$ cat src/rtl/hall_sensor_decoder_if.sv
// Hall decoder signal bundle: raw sensor input plus every decoded output.
// The decoder connects through the slave modport; the sensor/monitor side uses master.
interface hall_sensor_decoder_if #(
  parameter int PERIOD_W = 24
);
  logic [2:0]          iHALL;
  logic [2:0]          oHALL;
  logic [2:0]          oSECTOR;
  logic                oFAULT;
  logic                oSTEP;
  logic                oDIR;
  logic                oSKIP;
  logic [PERIOD_W-1:0] oPERIOD;
  logic                oPERIOD_VALID;
  logic                oSTALL;
  logic signed [31:0]  oPOSITION;

  modport master (
    output iHALL,
    input  oHALL, oSECTOR, oFAULT, oSTEP, oDIR, oSKIP,
    input  oPERIOD, oPERIOD_VALID, oSTALL, oPOSITION
  );

  modport slave (
    input  iHALL,
    output oHALL, oSECTOR, oFAULT, oSTEP, oDIR, oSKIP,
    output oPERIOD, oPERIOD_VALID, oSTALL, oPOSITION
  );
endinterface

$ cat src/rtl/hall_sensor_decoder.sv
// Hall sensor decoder: synchronizes and debounces the 3-bit hall code, decodes the
// sector, classifies transitions into steps/skips, tracks position, and measures
// the step period with a stall timeout.
module hall_sensor_decoder #(
  parameter int FILTER_LEN = 16,
  parameter int TIMEOUT    = 2400000,
  parameter int PERIOD_W   = 24
) (
  input  logic                 iCLK,
  input  logic                 iRESETn,
  hall_sensor_decoder_if.slave bus
);

  localparam logic [7:0]          FLT_PRE = 8'(FILTER_LEN - 2);
  localparam logic [PERIOD_W-1:0] TO_LAST = PERIOD_W'(TIMEOUT - 1);

  typedef enum logic [1:0] {
    P_UNARMED,
    P_ARMED,
    P_STALLED
  } pstate_t;

  logic [2:0]          s1_q, s2_q, s2_prev_q;
  logic [2:0]          hall_q, prev_sec_q;
  logic [7:0]          flt_cnt_q;
  logic                step_q, skip_q, dir_q, pval_q;
  logic [PERIOD_W-1:0] per_cnt_q, period_q;
  logic signed [31:0]  pos_q;
  pstate_t             pst_q, pst_d;

  logic [2:0]          new_sec;
  logic                flt_clear, load, both_ok;
  logic                fwd_step, rev_step, step_ev, skip_ev;
  logic [PERIOD_W-1:0] per_inc;
  logic                timeout_hit, measure;

  function automatic logic [2:0] sector_of(input logic [2:0] h);
    case (h)
      3'b101:  sector_of = 3'd0;
      3'b100:  sector_of = 3'd1;
      3'b110:  sector_of = 3'd2;
      3'b010:  sector_of = 3'd3;
      3'b011:  sector_of = 3'd4;
      3'b001:  sector_of = 3'd5;
      default: sector_of = 3'd7;
    endcase
  endfunction

  function automatic logic [2:0] sec_next(input logic [2:0] s);
    sec_next = (s == 3'd5) ? 3'd0 : s + 3'd1;
  endfunction

  function automatic logic [2:0] sec_prev(input logic [2:0] s);
    sec_prev = (s == 3'd0) ? 3'd5 : s - 3'd1;
  endfunction

  // Filter decision, transition classification and period-counter arithmetic
  always_comb begin
    new_sec     = sector_of(s2_q);
    flt_clear   = (s2_q != s2_prev_q) || (s2_q == hall_q);
    load        = !flt_clear && (flt_cnt_q == FLT_PRE);
    both_ok     = (new_sec != 3'd7) && (prev_sec_q != 3'd7);
    fwd_step    = load && both_ok && (new_sec == sec_next(prev_sec_q));
    rev_step    = load && both_ok && (new_sec == sec_prev(prev_sec_q));
    skip_ev     = load && both_ok && !fwd_step && !rev_step;
    step_ev     = fwd_step || rev_step;
    per_inc     = (per_cnt_q == '1) ? per_cnt_q : per_cnt_q + PERIOD_W'(1);
    timeout_hit = !step_ev && (per_inc == TO_LAST);
  end

  // Period-measurement state: a step arms it, a timeout stalls it
  always_comb begin
    pst_d   = pst_q;
    measure = 1'b0;
    unique case (pst_q)
      P_UNARMED: begin
        if (step_ev)          pst_d = P_ARMED;
        else if (timeout_hit) pst_d = P_STALLED;
      end
      P_ARMED: begin
        if (step_ev)          measure = 1'b1;
        else if (timeout_hit) pst_d = P_STALLED;
      end
      P_STALLED: begin
        if (step_ev)          pst_d = P_ARMED;
      end
      default: pst_d = P_UNARMED;
    endcase
  end

  // Two-flop synchronizer plus last-cycle copy; it keeps sampling through reset so
  // the filtered code and previous sector load the live sensor value at release
  always_ff @(posedge iCLK) begin
    s1_q      <= bus.iHALL;
    s2_q      <= s1_q;
    s2_prev_q <= s2_q;
  end

  // Stability counter and filtered hall code / previous sector
  always_ff @(posedge iCLK) begin
    if (!iRESETn) begin
      hall_q     <= s2_q;
      prev_sec_q <= new_sec;
      flt_cnt_q  <= '0;
    end else begin
      if (flt_clear) flt_cnt_q <= '0;
      else           flt_cnt_q <= flt_cnt_q + 8'd1;
      if (load) begin
        hall_q     <= s2_q;
        prev_sec_q <= new_sec;
      end
    end
  end

  // Step/skip pulses, direction, position and period measurement
  always_ff @(posedge iCLK) begin
    if (!iRESETn) begin
      step_q    <= 1'b0;
      skip_q    <= 1'b0;
      dir_q     <= 1'b1;
      pos_q     <= '0;
      per_cnt_q <= '0;
      period_q  <= '0;
      pval_q    <= 1'b0;
    end else begin
      step_q <= step_ev;
      skip_q <= skip_ev;
      if (step_ev) begin
        dir_q     <= fwd_step;
        pos_q     <= fwd_step ? pos_q + 32'sd1 : pos_q - 32'sd1;
        per_cnt_q <= '0;
      end else begin
        per_cnt_q <= per_inc;
      end
      if (measure) begin
        period_q <= per_inc;
        pval_q   <= 1'b1;
      end else if (timeout_hit) begin
        pval_q   <= 1'b0;
      end
    end
  end

  // Period-measurement state register
  always_ff @(posedge iCLK) begin
    if (!iRESETn) pst_q <= P_UNARMED;
    else          pst_q <= pst_d;
  end

  assign bus.oHALL         = hall_q;
  assign bus.oSECTOR       = sector_of(hall_q);
  assign bus.oFAULT        = (hall_q == 3'b000) || (hall_q == 3'b111);
  assign bus.oSTEP         = step_q;
  assign bus.oDIR          = dir_q;
  assign bus.oSKIP         = skip_q;
  assign bus.oPERIOD       = period_q;
  assign bus.oPERIOD_VALID = pval_q;
  assign bus.oSTALL        = (pst_q == P_STALLED);
  assign bus.oPOSITION     = pos_q;

endmodule

$ cat src/flat_wrapper.sv
// flat-port wrapper written by rule: the top's interface ports become plain ports
module hall_sensor_decoder_flat 
#(
  parameter int FILTER_LEN = 16,
  parameter int TIMEOUT    = 2400000,
  parameter int PERIOD_W   = 24
)
  (iCLK, iRESETn, bus_iHALL, bus_oHALL, bus_oSECTOR, bus_oFAULT, bus_oSTEP, bus_oDIR, bus_oSKIP, bus_oPERIOD, bus_oPERIOD_VALID, bus_oSTALL, bus_oPOSITION);
  hall_sensor_decoder_if #(.PERIOD_W(PERIOD_W)) bus_i ();
  input  logic iCLK;
  input  logic iRESETn;
  input wire logic [$bits(bus_i.iHALL)-1:0] bus_iHALL;
  output wire logic [$bits(bus_i.oHALL)-1:0] bus_oHALL;
  output wire logic [$bits(bus_i.oSECTOR)-1:0] bus_oSECTOR;
  output wire logic [$bits(bus_i.oFAULT)-1:0] bus_oFAULT;
  output wire logic [$bits(bus_i.oSTEP)-1:0] bus_oSTEP;
  output wire logic [$bits(bus_i.oDIR)-1:0] bus_oDIR;
  output wire logic [$bits(bus_i.oSKIP)-1:0] bus_oSKIP;
  output wire logic [$bits(bus_i.oPERIOD)-1:0] bus_oPERIOD;
  output wire logic [$bits(bus_i.oPERIOD_VALID)-1:0] bus_oPERIOD_VALID;
  output wire logic [$bits(bus_i.oSTALL)-1:0] bus_oSTALL;
  output wire logic [$bits(bus_i.oPOSITION)-1:0] bus_oPOSITION;
  assign bus_i.iHALL = bus_iHALL;
  assign bus_oHALL = bus_i.oHALL;
  assign bus_oSECTOR = bus_i.oSECTOR;
  assign bus_oFAULT = bus_i.oFAULT;
  assign bus_oSTEP = bus_i.oSTEP;
  assign bus_oDIR = bus_i.oDIR;
  assign bus_oSKIP = bus_i.oSKIP;
  assign bus_oPERIOD = bus_i.oPERIOD;
  assign bus_oPERIOD_VALID = bus_i.oPERIOD_VALID;
  assign bus_oSTALL = bus_i.oSTALL;
  assign bus_oPOSITION = bus_i.oPOSITION;
  hall_sensor_decoder #(.FILTER_LEN(FILTER_LEN), .TIMEOUT(TIMEOUT), .PERIOD_W(PERIOD_W)) u_core (.iCLK(iCLK), .iRESETn(iRESETn), .bus(bus_i));
endmodule
$ cat config.mk
export PLATFORM = sky130hd
export DESIGN_NAME = hall_sensor_decoder_flat
export DESIGN_NICKNAME = d
export VERILOG_FILES = /design/src/rtl/hall_sensor_decoder_if.sv /design/src/rtl/hall_sensor_decoder.sv /design/src/flat_wrapper.sv
export SDC_FILE = /design/constraint.sdc
export NUM_CORES = 1
export LEC_CHECK = 0
export CAP_MARGIN = 5
export CORE_ASPECT_RATIO = 2
export CORE_UTILIZATION = 44
export CTS_BUF_LIST = sky130_fd_sc_hd__clkbuf_2
export CTS_CLUSTER_SIZE = 14
export DETAILED_ROUTE_END_ITERATION = 6
export HOLD_SLACK_MARGIN = 0.12
export PLACE_DENSITY = 0.61
export SLEW_MARGIN = 40
export SYNTH_ARGS = -nofsm -noshare
export SYNTH_HDL_FRONTEND = slang
export SYNTH_SLANG_ARGS = --single-unit
$ cat constraint.sdc
create_clock -name iCLK -period 8.8 [get_ports iCLK]
set_clock_uncertainty 0.05 [all_clocks]
set_input_delay 1.76 -clock iCLK [delete_from_list [all_inputs] [get_ports iCLK]]
set_output_delay 1.76 -clock iCLK [all_outputs]
set_load 0.005 [all_outputs]
# --- Yosys cells after proc, flatten, opt, wreduce, memory -nomap -nowiden ---
# Cells that the tools add are included.
op_classes:
  muxes: 19
  addsub: 6
  n_bitwise: 1
  n_eq_ne: 28
  reduce_logical: 22
op_table:
  columns: ["operator", "n"]
  rows:
  - ["$pmux 3 s6", 2]
  - ["$add 32x2->32 const B", 1]
  - ["$mux 32", 1]
  - ["$sub 32x2->32 const B", 1]
  - ["$add 24x1->24 const B", 1]
  - ["$eq 24x22->1 const B", 1]
  - ["$eq 24x24->1 const B", 1]
  - ["$eq 3x3->1 const B", 8]
  - ["$mux 24", 1]
  - ["$mux 3", 6]
  - ["$eq 3x2->1 const B", 4]
  - ["$eq 3x3->1", 3]
  - ["$add 8x1->8 const B", 1]
  - ["$eq 8x4->1 const B", 1]
  - ["$logic_and 1x1->1", 8]
  - ["$mux 2", 4]
  - ["$eq 3x1->1 const B", 2]
  - ["$logic_not 3->1", 2]
  - ["$ne 3x3->1 const B", 2]
  - ["$pmux 2 s3", 1]
  - ["$logic_not 1->1", 4]
  - ["$mux 1", 4]
  - ["$ne 2x1->1 const B", 2]
  - ["$reduce_or 2->1", 2]
  - ["other kinds (11)", 13]
totals:
  ff_bits: 109
  output_inout_bits: 68

# --- Logic depth before layout (Yosys ltp) ---
# Gate-level depths: netlist of the first run.
logic_depth:
  ltp_word: 12
  ltp_mapped: 18

# --- Least setup slack after synthesis of the first run ---
# No wires, ideal clock.
synth_path:
  path_kind: "register -> register"
  startpoint: "register u_core.s2_q[1]"
  endpoint: "register u_core.pos_q[25], in the netlist u_core.bus.oPOSITION[25]"
  setup_time_ns: 0.122
  t_arrival_ns: 4.517
  setup_slack_ns: 4.111
  path_stages_with_launch: 18
  path_cell_list: "dfxtp_1 > clkbuf_1 > xnor2_1 > nand3_1 > a31oi_1 > nand4_1 > nand2b_1 > or3_1 > ha_1 > a211oi_1 > o21ai_0 > nand3b_1 > o21ai_1 > a2111oi_2 > o21ai_0 > a31oi_1 > nor4_1 > a311o_1"
synth_via:
  elab_chain_len: 7
  elab_cells_between_ends: 21
  cone_classes: "eq/ne (11); mux (2); reduce/logical (8)"
synth_rtl:
  columns: ["element", "line_no", "source"]
  rows:
  - ["start, declared", "hall_sensor_decoder.sv:23", "logic [2:0] s1_q, s2_q, s2_prev_q;"]
  - ["start signal, assigned", "hall_sensor_decoder.sv:95", "s2_q <= s1_q;"]
  - ["$eq 3x1->1, or another cell as far along", "hall_sensor_decoder.sv:38", "case (h)"]
  - ["$pmux 3 s6 / $logic_or 1x1->1 (equally long branches)", "hall_sensor_decoder.sv:38, hall_sensor_decoder.sv:60", null]
  - ["$ne 3x3->1 / $logic_not 1->1 (equally long branches)", "hall_sensor_decoder.sv:62, hall_sensor_decoder.sv:61", null]
  - ["$logic_and 1x1->1 (on tied branches)", "hall_sensor_decoder.sv:62, hall_sensor_decoder.sv:61", null]
  - ["$logic_and 1x1->1", "hall_sensor_decoder.sv:63, hall_sensor_decoder.sv:64", null]
  - ["$logic_and 1x1->1 (on tied branches)", "hall_sensor_decoder.sv:63, hall_sensor_decoder.sv:64", null]
  - ["$mux 32 / $logic_or 1x1->1 (equally long branches)", "hall_sensor_decoder.sv:130, hall_sensor_decoder.sv:66", null]
  - ["end signal, assigned", "hall_sensor_decoder.sv:130", "pos_q <= fwd_step ? pos_q + 32'sd1 : pos_q - 32'sd1;"]
  - ["end, declared", "hall_sensor_decoder.sv:28", "logic signed [31:0] pos_q;"]
# Parallel ways exist; a longest one is shown, timed or not.
# A chain may end at the register's enable or synchronous reset.

# --- Final worst setup path of the first run ---
layout_path:
  startpoint: "register u_core.s2_q[2]"
  endpoint: "register u_core.pos_q[25], in the netlist u_core.bus.oPOSITION[25]"
# The elaborated chain is that of the path after synthesis.

==> results of run 1 <==
[logic make-up after synthesis]
kind of cell / synth area share, %
buffers and inverters: 3.819
muxes: 1.122
and+or+nand+nor: 25.57
xor gates and xnor gates: 7.992
DFF: 35.28
AOI/OAI and AO/OA: 19.02
adders and majority gates: 7.205
[worst reg2reg max path: stages (launching register included)]
cell and delay (ns):
sky130_fd_sc_hd__dfxtp_1 0.76, sky130_fd_sc_hd__xnor2_1 0.18, sky130_fd_sc_hd__nand3_1 0.09, sky130_fd_sc_hd__a31oi_1 0.27, sky130_fd_sc_hd__nand4_1 0.16, sky130_fd_sc_hd__nand2b_1 0.21, sky130_fd_sc_hd__or3_1 0.39, sky130_fd_sc_hd__buf_4 0.27
sky130_fd_sc_hd__ha_1 0.43, sky130_fd_sc_hd__a211oi_1 0.24, sky130_fd_sc_hd__nor2_1 0.08, sky130_fd_sc_hd__nor4_1 0.17, sky130_fd_sc_hd__o21ai_1 0.23, sky130_fd_sc_hd__a2111oi_2 0.73, sky130_fd_sc_hd__o21ai_0 0.24, sky130_fd_sc_hd__a31oi_1 0.25
sky130_fd_sc_hd__nor4_1 0.06, sky130_fd_sc_hd__a311o_1 0.33
[metrics by stage]
stage,std cells,instance area (um2),setup slack [ns]
global route,1037,7345,3.027
finish,1037,7345,3.616
detailed placement,1020,7197,3.644
global placement,1020,7192,3.743
CTS,1036,7342,3.605
floorplan,786,6356,4.111
[flip-flops by register name (all words and copies together) (netlist names), 8 cells and up]
| signal | cells |
|---|---|
| u_core.per_cnt_q | 24 |
| u_core.bus.oPERIOD | 24 |
| u_core.bus.oPOSITION | 32 |
| u_core.flt_cnt_q | 8 |
[Yosys cell counts (all sizes together), types with 2 or more instances]
master   instances  area (um2)
nor2b            8       50.05
o31a             2       17.52
o211ai           3       22.52
or3             14       97.59
nand3           37       185.2
o21bai           8       60.06
o22ai            2       12.51
nor3b            7       52.55
o21a             5       37.54
inv             23       86.33
a2111oi          2       23.77
nor4b            2       17.52
ha              35       437.9
xnor2           36       315.3
clkbuf          16       60.06
mux2i            6       60.06
or4              2       18.77
and3            18       112.6
nand2b           8       50.05
o2bb2ai          2       17.52
a21oi           62       310.3
nand4           12       75.07
or2              4       25.03
buf             15       96.34
nor2            89       341.6
a22o             3       26.28
a311o            3       30.03
a21boi           2       15.01
nor4             5       31.28
and4             3       26.28
a211o            2       17.52
nand2           90       337.8
dfxtp          103        2062
a31oi            9       56.30
xor2            22       192.7
and2             9       63.82
nand3b           2       15.01
o21ai           43       215.2
edfxtp           6       180.2
nor3            18       95.09
a21o            11       82.58
a221oi           2       17.52
a211oi          20       155.1
a32o             2       20.02
[cell usage in the layout (no fill, tap or decap), types with 5 or more instances in the layout]
master	n
sky130_fd_sc_hd__a31oi_1	9
sky130_fd_sc_hd__o21ai_0	39
sky130_fd_sc_hd__clkbuf_2	9
sky130_fd_sc_hd__o21bai_1	8
sky130_fd_sc_hd__o21a_1	5
sky130_fd_sc_hd__dfxtp_1	103
sky130_fd_sc_hd__nor2_1	88
sky130_fd_sc_hd__nor3_1	15
sky130_fd_sc_hd__xnor2_1	36
sky130_fd_sc_hd__or3_1	12
sky130_fd_sc_hd__and2_1	6
sky130_fd_sc_hd__nand3_1	37
sky130_fd_sc_hd__edfxtp_1	6
sky130_fd_sc_hd__a211oi_1	19
sky130_fd_sc_hd__nor2b_1	8
sky130_fd_sc_hd__a21oi_1	62
sky130_fd_sc_hd__nand4_1	12
sky130_fd_sc_hd__nand2b_1	8
sky130_fd_sc_hd__nor3b_1	7
sky130_fd_sc_hd__mux2i_1	6
sky130_fd_sc_hd__ha_1	35
sky130_fd_sc_hd__inv_1	23
sky130_fd_sc_hd__nor4_1	5
sky130_fd_sc_hd__clkdlybuf4s50_1	72
sky130_fd_sc_hd__and3_1	18
sky130_fd_sc_hd__nand2_1	90
sky130_fd_sc_hd__xor2_1	22
sky130_fd_sc_hd__a21o_1	11
[area by class of cell]
class                      instances  area [um2]
tap                              189       236.5
clock inverter                     7       100.1
timing repair buffer              76       750.7
clock buffer                       9       45.04
fill                            1385        6623
sequential                       109        2242
multi-input combinational        623        3881
inverter                          23       86.33
antenna                            1       2.502
[power breakdown]
| group | total, mW | leakage (nW) | internal [mW] | switching [mW] |
|---|---|---|---|---|
| registers | 0.516 | 0.892 | 0.507 | 0.00894 |
| logic | 0.0463 | 1.80 | 0.0196 | 0.0268 |
| clock network | 0.271 | 0.0864 | 0.0780 | 0.193 |
| total | 0.833 | 2.78 | 0.604 | 0.228 |
[metal layers]
metal	vias up	part of all wire (%)	global-route usage, %
met5	-	0	0
met4	0	4.1	12.46
met3	54	3.2	3.007
met2	135	56	50.15
met1	2766	36	23.82
li1	2919	-	-
[worst max-delay path by stage]
| stage | from | to | slack, ns |
|---|---|---|---|
| after floorplan | u_core.s2_q[1]$_DFF_P_ | u_core.bus.oPOSITION[25]$_SDFFE_PN0P_ | 4.11 |
| after global placement | u_core.s2_q[2]$_DFF_P_ | u_core.bus.oPOSITION[25]$_SDFFE_PN0P_ | 3.74 |
| after detailed placement | u_core.s2_q[2]$_DFF_P_ | u_core.bus.oPOSITION[25]$_SDFFE_PN0P_ | 3.64 |
| after CTS | u_core.s2_q[2]$_DFF_P_ | u_core.bus.oPOSITION[25]$_SDFFE_PN0P_ | 3.61 |
| after global routing | u_core.s2_q[2]$_DFF_P_ | u_core.bus.oPOSITION[25]$_SDFFE_PN0P_ | 3.03 |
| final | u_core.s2_q[2]$_DFF_P_ | u_core.bus.oPOSITION[25]$_SDFFE_PN0P_ | 3.62 |
==> results.cfg, run 1 <==
[sta]
final_max_slew_viol_count = 0
hold_ws_ns = 0.3097
final.period_utilization_pct = 58.91
rsz0062_at_grt = no
setup_tns_ns = 0
finalHoldViolCount = 0
period_minus_slack_ns = 5.184
worst-slew-pin-transition_ns = 0.7496
final_setup_violating_endpoints = 0
maxSlewHeadroom_pct = 49.57
fmax_mhz = 192.9

[placed_design]
gp_routability_congestion = 0.8872
hpwlAfterDp_mm = 13.52
numPortBuffers = 72

[die]
ios = 73
floorplan.core_area_um2 = 13970
floorplan.die.width_um = 86.99
chip_height_um = 172.0
floorplan.die_area_um2 = 14960
core.rowCount = 61
initial_utilization_pct = 45.51

[flow_run]
cap_violations = 0

[drt]
dr.first_iter.drc_count = 247
pre_repair_dr_iteration_count = 5
totalWireLength_mm = 17.86
drt-vias-per-instance = 5.664
post_drt_wl_per_cell_um = 17.22
vias = 5874
number_of_design_rule_violations_left_after_detail_routing = 0
ant_nets = 0

[yosys]
synth_seq_cells = 109
synth_top_flop_cell = sky130_fd_sc_hd__dfxtp_1
syn_area_per_cell_um2 = 8.087
synth_edf_count = 6
synth.distinct_cells = 68
netlist_area_um2 = 6356
syn_nets = 827
synth.yosys.seq_area_share_pct = 35.28
ys_warn_count = 0
syn_inst = 786
asyncSetResetFlopFracSynth_pct = 0

[power]
vdd_ir_drop_max_v = 0.00005240
power.static_leakage_nw = 2.777
power_density_nw_per_um2 = 113.3
total_power_mw = 0.8325

[critical_path]
start_kind = flop
critPathKind = reg -> reg
critical_path.max_stage_delay_ns = 0.76
cp.required_ns = 9.29
path_delay_family = compound AO/OA/AOI/OAI gates
arrival_ns = 5.68
crit_path_cell_trace = xnor2_1, nand3_1, a31oi_1, nand4_1, nand2b_1, or3_1, buf_4, ha_1, a211oi_1, nor2_1, nor4_1, o21ai_1, a2111oi_2, o21ai_0, a31oi_1, nor4_1, a311o_1
worst-r2r-cell-count = 17
crit_slowest_cell = sky130_fd_sc_hd__dfxtp_1
crit-reg2reg-launch = u_core.s2_q[2]$_DFF_P_
worst_setup_path_end_kind = flop
critPathBufInv = 1
rr_endpoint = u_core.bus.oPOSITION[25]$_SDFFE_PN0P_
maximum_net_fanout_on_the_critical_path = 32
timing.reg2reg.setup_slack_ns = 3.62
crit_cells = 17

[hold_path]
hold_path.class = reg -> reg
hold_path_startpoint = u_core.s1_q[1]$_DFF_P_
hold_depth = 0
hold_path_end = u_core.s2_q[1]$_DFF_P_

[clock_network]
ctsLongestPathBuffers = 2
cts_tree = built
h-tree-depth = 3
cts_resized = 0
postCtsSetupBuffers = 0
cts.sink_count = 109
clock_tree.root_cell = sky130_fd_sc_hd__clkbuf_2
cts_inserted_buffers = 9
clkLatencyLatePin_ns = 0.63
ctsHoldBuffers = 0
clkSlewWorstSetupHoldPaths_ns = 0.32

[cells_and_area]
layout-drive-gt1-share_pct = 4.486
finish.net_count = 883
area_growth_pct = 15.55
fin_util_pct = 52.58

[global_routing]
grt_start_max_net_pins = 51
initial_antenna_violation_count = 1
global_route_wire_length_before_repair_mm = 28.65
globalRouteOverflowTotal = 0
first_global_vias = 5893
overall_fraction_of_global_route_tracks_in_use_pct = 24.93

[status]
status = completed
No activity file was read; power rests on OpenSTA's default activity.
==> run 2: changes to the inputs <==
PLACE_DENSITY = 0.64   (was 0.61)
clock period = 4.55 ns   (was 8.8 ns; I/O delays follow)
==> run 2 against run 1 <==
Effect of this change:
- clock-buffer cell count did not move
- wire length is 3.5% higher
- register-to-register slack got worse by 3.4 ns
- largest cell class unchanged
- total power rose by 82%
- largest power group unchanged
- worst hold slack lost 0.0093 ns
- combinational power grew 140%
- maximum frequency is 19% higher
==> results.cfg, run 2 (synthesis results as in run 1) <==
[cells_and_area]
layout_commonest_cell = sky130_fd_sc_hd__dfxtp_1
total_of_fill_cells_in_the_finished_design = 1377
fin_util_pct = 54.04
area_of_the_multi_input_gates_um2 = 3966
finish.net_count = 907
layout-drive-gt1-share_pct = 8.736
instances_no_fill = 1060
stdcell_area_um2 = 7548
area_growth_pct = 18.76
final-seq-area_um2 = 2248
largest_register_ff_count = 32
mostFrequentLayoutCells = sky130_fd_sc_hd__dfxtp_1, sky130_fd_sc_hd__nand2_1, sky130_fd_sc_hd__nor2_1

[clock_network]
clock_tree.root_cell = sky130_fd_sc_hd__clkbuf_2
clkSlewWorstSetupHoldPaths_ns = 0.29
ctsHoldBuffers = 0
cts_tree = built
cts.sink_count = 109
clkLatencyLatePin_ns = 0.60
h-tree-depth = 3
cts_inserted_buffers = 9
ctsLongestPathBuffers = 2

[drt]
number_of_design_rule_violations_left_after_detail_routing = 0
totalWireLength_mm = 18.48
dr.first_iter.drc_count = 314
post_drt_wl_per_cell_um = 17.44
drt-vias-per-instance = 5.675
ant_nets = 0
pre_repair_dr_iteration_count = 5
vias = 6015

[die]
core.rowCount = 61
floorplan.core_area_um2 = 13970
ios = 73
floorplan.die_area_um2 = 14960
chip_height_um = 172.0
floorplan.die.width_um = 86.99
initial_utilization_pct = 45.51

[critical_path]
cp.required_ns = 5.05
maximum_net_fanout_on_the_critical_path = 7
arrival_ns = 4.85
start_kind = flop
critPathKind = reg -> reg
worst_setup_path_end_kind = flop

[global_routing]
grtUsageMet1_pct = 23.75
gr-max-usage-layer = met2
overall_fraction_of_global_route_tracks_in_use_pct = 24.68
met3_track_utilization_from_global_routing_pct = 2.816
initial_antenna_violation_count = 1
global_route.usage.met2_pct = 49.40
globalRouteOverflowTotal = 0
first_global_vias = 5966
global_route_wire_length_before_repair_mm = 28.38
grt_start_max_net_pins = 41

[placed_design]
numPlacedInstances = 1032
numPortBuffers = 72
gp_routability_congestion = 0.9406
hpwlAfterDp_mm = 13.69
post_dp_cell_area_um2 = 7287

[sta]
final_setup_violating_endpoints = 0
fmax_mhz = 229.9
period_minus_slack_ns = 4.350
worst-slew-pin-transition_ns = 0.8266
hold_ws_ns = 0.3004
final_max_slew_viol_count = 0
final.period_utilization_pct = 95.60
finalHoldViolCount = 0
rsz0062_at_grt = yes
maxSlewHeadroom_pct = 44.47

[power]
vdd_ir_drop_max_v = 0.0001124
power.share.clock_pct = 27.3
power_density_nw_per_um2 = 200.3
combinationalPowerShare_pct = 7.2
power.internal_mw = 1.099
power.share.sequential_pct = 65.4
power.share.switching_pct = 27.31
total_power_mw = 1.512
power.static_leakage_nw = 2.865
switching_power_of_the_nets_mw = 0.4129

[hold_path]
hold_path.class = reg -> reg

[status]
status = completed

[flow_run]
cap_violations = 0
-- run 2: metrics by stage --
| step | setup slack, ns | TNS [ns] |
|---|---|---|
| floorplan | 0.1763 | 0 |
| global placement | 0.2028 | 0 |
| detailed placement | 0.06991 | 0 |
| CTS | 0.02805 | 0 |
| global route | -0.2486 | -0.5192 |
| finish | 0.2004 | 0 |
-- run 2: cell type report --
type | count | share of cell area [%]
diodes | 1 | 0.03315
clock buffers | 9 | 0.5967
clock inverters | 6 | 0.6299
inverters | 23 | 1.144
multi-input cells | 625 | 52.54
flip-flops and latches | 109 | 29.79
well taps | 189 | 3.133
repair buffers | 98 | 12.13
-- run 2: routing by layer --
metal  vias to the layer above  share of wire, %
met5                         -                 0
met4                         0               4.1
met3                        50               3.5
met2                       146                58
met1                      2858                35
li1                       2961                 -
-- run 2: power groups by stage --
stage               clock network, mW  registers, mW  logic (mW)
floorplan                           0           1.00      0.0678
global route                    0.465          0.992       0.120
global placement                    0           1.01       0.101
finish                          0.413          0.989       0.109
CTS                             0.432          0.990       0.103
detailed placement                  0           1.01       0.102
-- run 2: what timing repair did --
action / CTS / global route
hold endpoints to repair: 0 / 0
setup buffers: 0 / 10
resized for setup: 0 / 25
endpoints found under the setup margin: 0 / 14
-- run 2: critical path: stages (launching register included) --
cell and delay (ns):
sky130_fd_sc_hd__edfxtp_1 0.53, sky130_fd_sc_hd__xnor2_1 0.16, sky130_fd_sc_hd__a31oi_1 0.25, sky130_fd_sc_hd__nand4_1 0.16, sky130_fd_sc_hd__nand2b_2 0.29, sky130_fd_sc_hd__or3_4 0.51, sky130_fd_sc_hd__buf_4 0.18, sky130_fd_sc_hd__ha_1 0.23
sky130_fd_sc_hd__a211oi_2 0.25, sky130_fd_sc_hd__o21ai_1 0.14, sky130_fd_sc_hd__nand3b_1 0.10, sky130_fd_sc_hd__o21ai_1 0.11, sky130_fd_sc_hd__a2111oi_2 0.32, sky130_fd_sc_hd__buf_4 0.20, sky130_fd_sc_hd__nor2_1 0.04, sky130_fd_sc_hd__o41a_1 0.38
sky130_fd_sc_hd__mux2i_1 0.19, sky130_fd_sc_hd__mux2i_1 0.21
-- run 2: final timing paths --
kind	start	end	slack [ns]	cells past startpoint
worst max-delay path	u_core.bus.oHALL[0]$_DFFE_PP_	u_core.bus.oPOSITION[31]$_SDFFE_PN0P_	0.20	17
worst min-delay path	u_core.s1_q[2]$_DFF_P_	u_core.s2_q[2]$_DFF_P_	0.30	0
worst max register to register	u_core.bus.oHALL[0]$_DFFE_PP_	u_core.bus.oPOSITION[31]$_SDFFE_PN0P_	0.20	17
worst min register to register	u_core.s1_q[2]$_DFF_P_	u_core.s2_q[2]$_DFF_P_	0.30	0
==> RTL edit: new RTL, settings of run 2 <==
Encoding of `pstate_t`: now one-hot (3 bits for 3 states).
--- a/src/rtl/hall_sensor_decoder.sv
+++ b/src/rtl/hall_sensor_decoder.sv
@@ -14,10 +14,10 @@
   localparam logic [7:0]          FLT_PRE = 8'(FILTER_LEN - 2);
   localparam logic [PERIOD_W-1:0] TO_LAST = PERIOD_W'(TIMEOUT - 1);
 
-  typedef enum logic [1:0] {
-    P_UNARMED,
-    P_ARMED,
-    P_STALLED
+  typedef enum logic [2:0] {
+    P_UNARMED = 3'b001,
+    P_ARMED   = 3'b010,
+    P_STALLED = 3'b100
   } pstate_t;
 
   logic [2:0]          s1_q, s2_q, s2_prev_q;
Behaviour: same outputs for any inputs over 10 cycles, from zero or initial values and one cycle with iRESETn low; not proved beyond that.
==> RTL edit against run 2 <==
  * Sequential cell count grew 1
  * Routed wire length decreased by 10%
  * Die area grew 2.2%
  * Core utilization down 0.090 points
  * Global-route usage shrank 2.4 points
  * Cell area is 3.1% higher
  * Final cell count shrank 1.9%
  * Synthesized area rose by 2.3%
  * Total power increased by 5.1%
  * Setup slack got worse by 0.023 ns
  * Critical endpoint is now u_core.bus.oPOSITION[30]
  * Largest power group unchanged
==> RTL edit: results (changes against run 2) <==
metric,value,unit,change
synth_mux_area_share,4.23,%,+3.1 points
finalCritPeriodShare,96.1,%,+0.51 points
grt_pass1_wl,27100,um,-4.4%
routed_wl,16600,um,-10%
holdWs,0.301,ns,+0.000425 ns
placed_cell_area,7470,sq um,+2.5%
path_clk_slew,0.33,ns,+0.04 ns
viasPerCell,5.58,,-1.6%
yosys-top-cells-area,"dfxtp_1 (32%), ha_1 (6.7%), nor2_1 (5.3%)",,
tightest_slew,0.835,ns,+0.00883 ns
synth_compound_area_share,18.9,%,-0.14 points
place_congestion,0.877,,-6.7%
dr_wl_met3,406,um,-37%
r2r_slack,0.18,ns,-0.02 ns
routed-via-count,5807,,-3.5%
crit_end,u_core.bus.oPOSITION[30],,
hold_start,u_core.s1_q[0],,
grt_pass1_vias,5912,,-0.91%
dpl.hpwl,12300,um,-10%
synth_nets,801,,-3.1%
first_pass_iters,4,,-1
fin_util,54.0,%,-0.090 points
grtUsageTotal,22.3,%,-2.4 points
grt_max_degree,55,,+34%
power.switching,414,uW,+0.29%
holdPathEnd,u_core.s2_q[0],,
synth_xor_area_share,6.87,%,-1.1 points
grt_use_met2,44.8,%,-4.6 points
reg2reg_from,u_core.bus.oHALL[1],,
seq_area_frac_synth,34.8,%,-0.48 points
pre_cts_ws,-0.0310,ns,-0.101 ns
synth_common_cells,"dfxtp_1 (104), nor2_1 (91), nand2_1 (66)",,
nets,883,,-2.6%
p_leak,0.00293,uW,+2.1%
grt_use_met1,21.2,%,-2.5 points
synth_cells,760,,-3.3%
wl_met1,6020,um,-6.7%
vdd_ir_drop_max,0.000126,V,+13%
status,completed,,
use_met3,3.09,%,+0.27 points
crit_slowest_cell,or4_4,,
dp.cells,1015,,-1.6%
synth-adder-area-share,7.04,%,-0.16 points
ys_types,70,,+2.9%
dr_wl_met2,9570,um,-10%
drt_iter0_drc,213,,-32%
[RTL edit: cell types whose count changed after synthesis, sizes merged, moves of 8 or more]
| cell | before | now |
|---|---|---|
| mux2i | 6 | 23 |
| xnor2 | 36 | 23 |
| o21a | 5 | 14 |
| nand3 | 37 | 19 |
| or3 | 14 | 6 |
| nand2 | 90 | 66 |
| o21ai | 43 | 35 |
| a21oi | 62 | 41 |
[RTL edit: power groups by stage]
stage	Sequential [uW]	Combinational [uW]	Clock, uW
after global placement	1010	94.3	0
final	996	104	489
after floorplan	1010	61.7	0
after global routing	999	117	542
after CTS	997	98.6	522
after detailed placement	1010	97.3	0
[RTL edit: repair_timing]
item | 4_1_cts | 5_1_grt
setup buffers | 0 | 7
gates cloned | 0 | 1
pin swaps | 0 | 9
setup endpoints to repair | 2 | 6
resized for setup | 3 | 19
endpoints found under the hold margin | 0 | 0
[RTL edit: worst register-to-register path, stage by stage, from the launching register on]
cell and delay [ns]:
edfxtp_1 0.49, xor2_1 0.17, nor3_1 0.06, nor4_2 0.20, nand4b_1 0.18, a2111o_1 0.42
buf_4 0.17, nand2b_4 0.20, ha_4 0.26, a21o_1 0.18, a21o_1 0.18, a21o_1 0.22
or4_4 0.53, o31ai_4 0.28, o21ai_2 0.12, a41oi_2 0.21, mux2_2 0.35, nand2_1 0.05
[RTL edit: area by class of cell]
| type | count | area share (%) |
|---|---|---|
| Sequential cell | 110 | 29.1 |
| Timing Repair Buffer | 103 | 12.4 |
| Inverter | 18 | 0.868 |
| Tap cell | 192 | 3.09 |
| Antenna cell | 1 | 0.0321 |
| Clock inverter | 6 | 0.996 |
| Clock buffer | 10 | 0.643 |
| Multi-Input combinational cell | 600 | 52.9 |
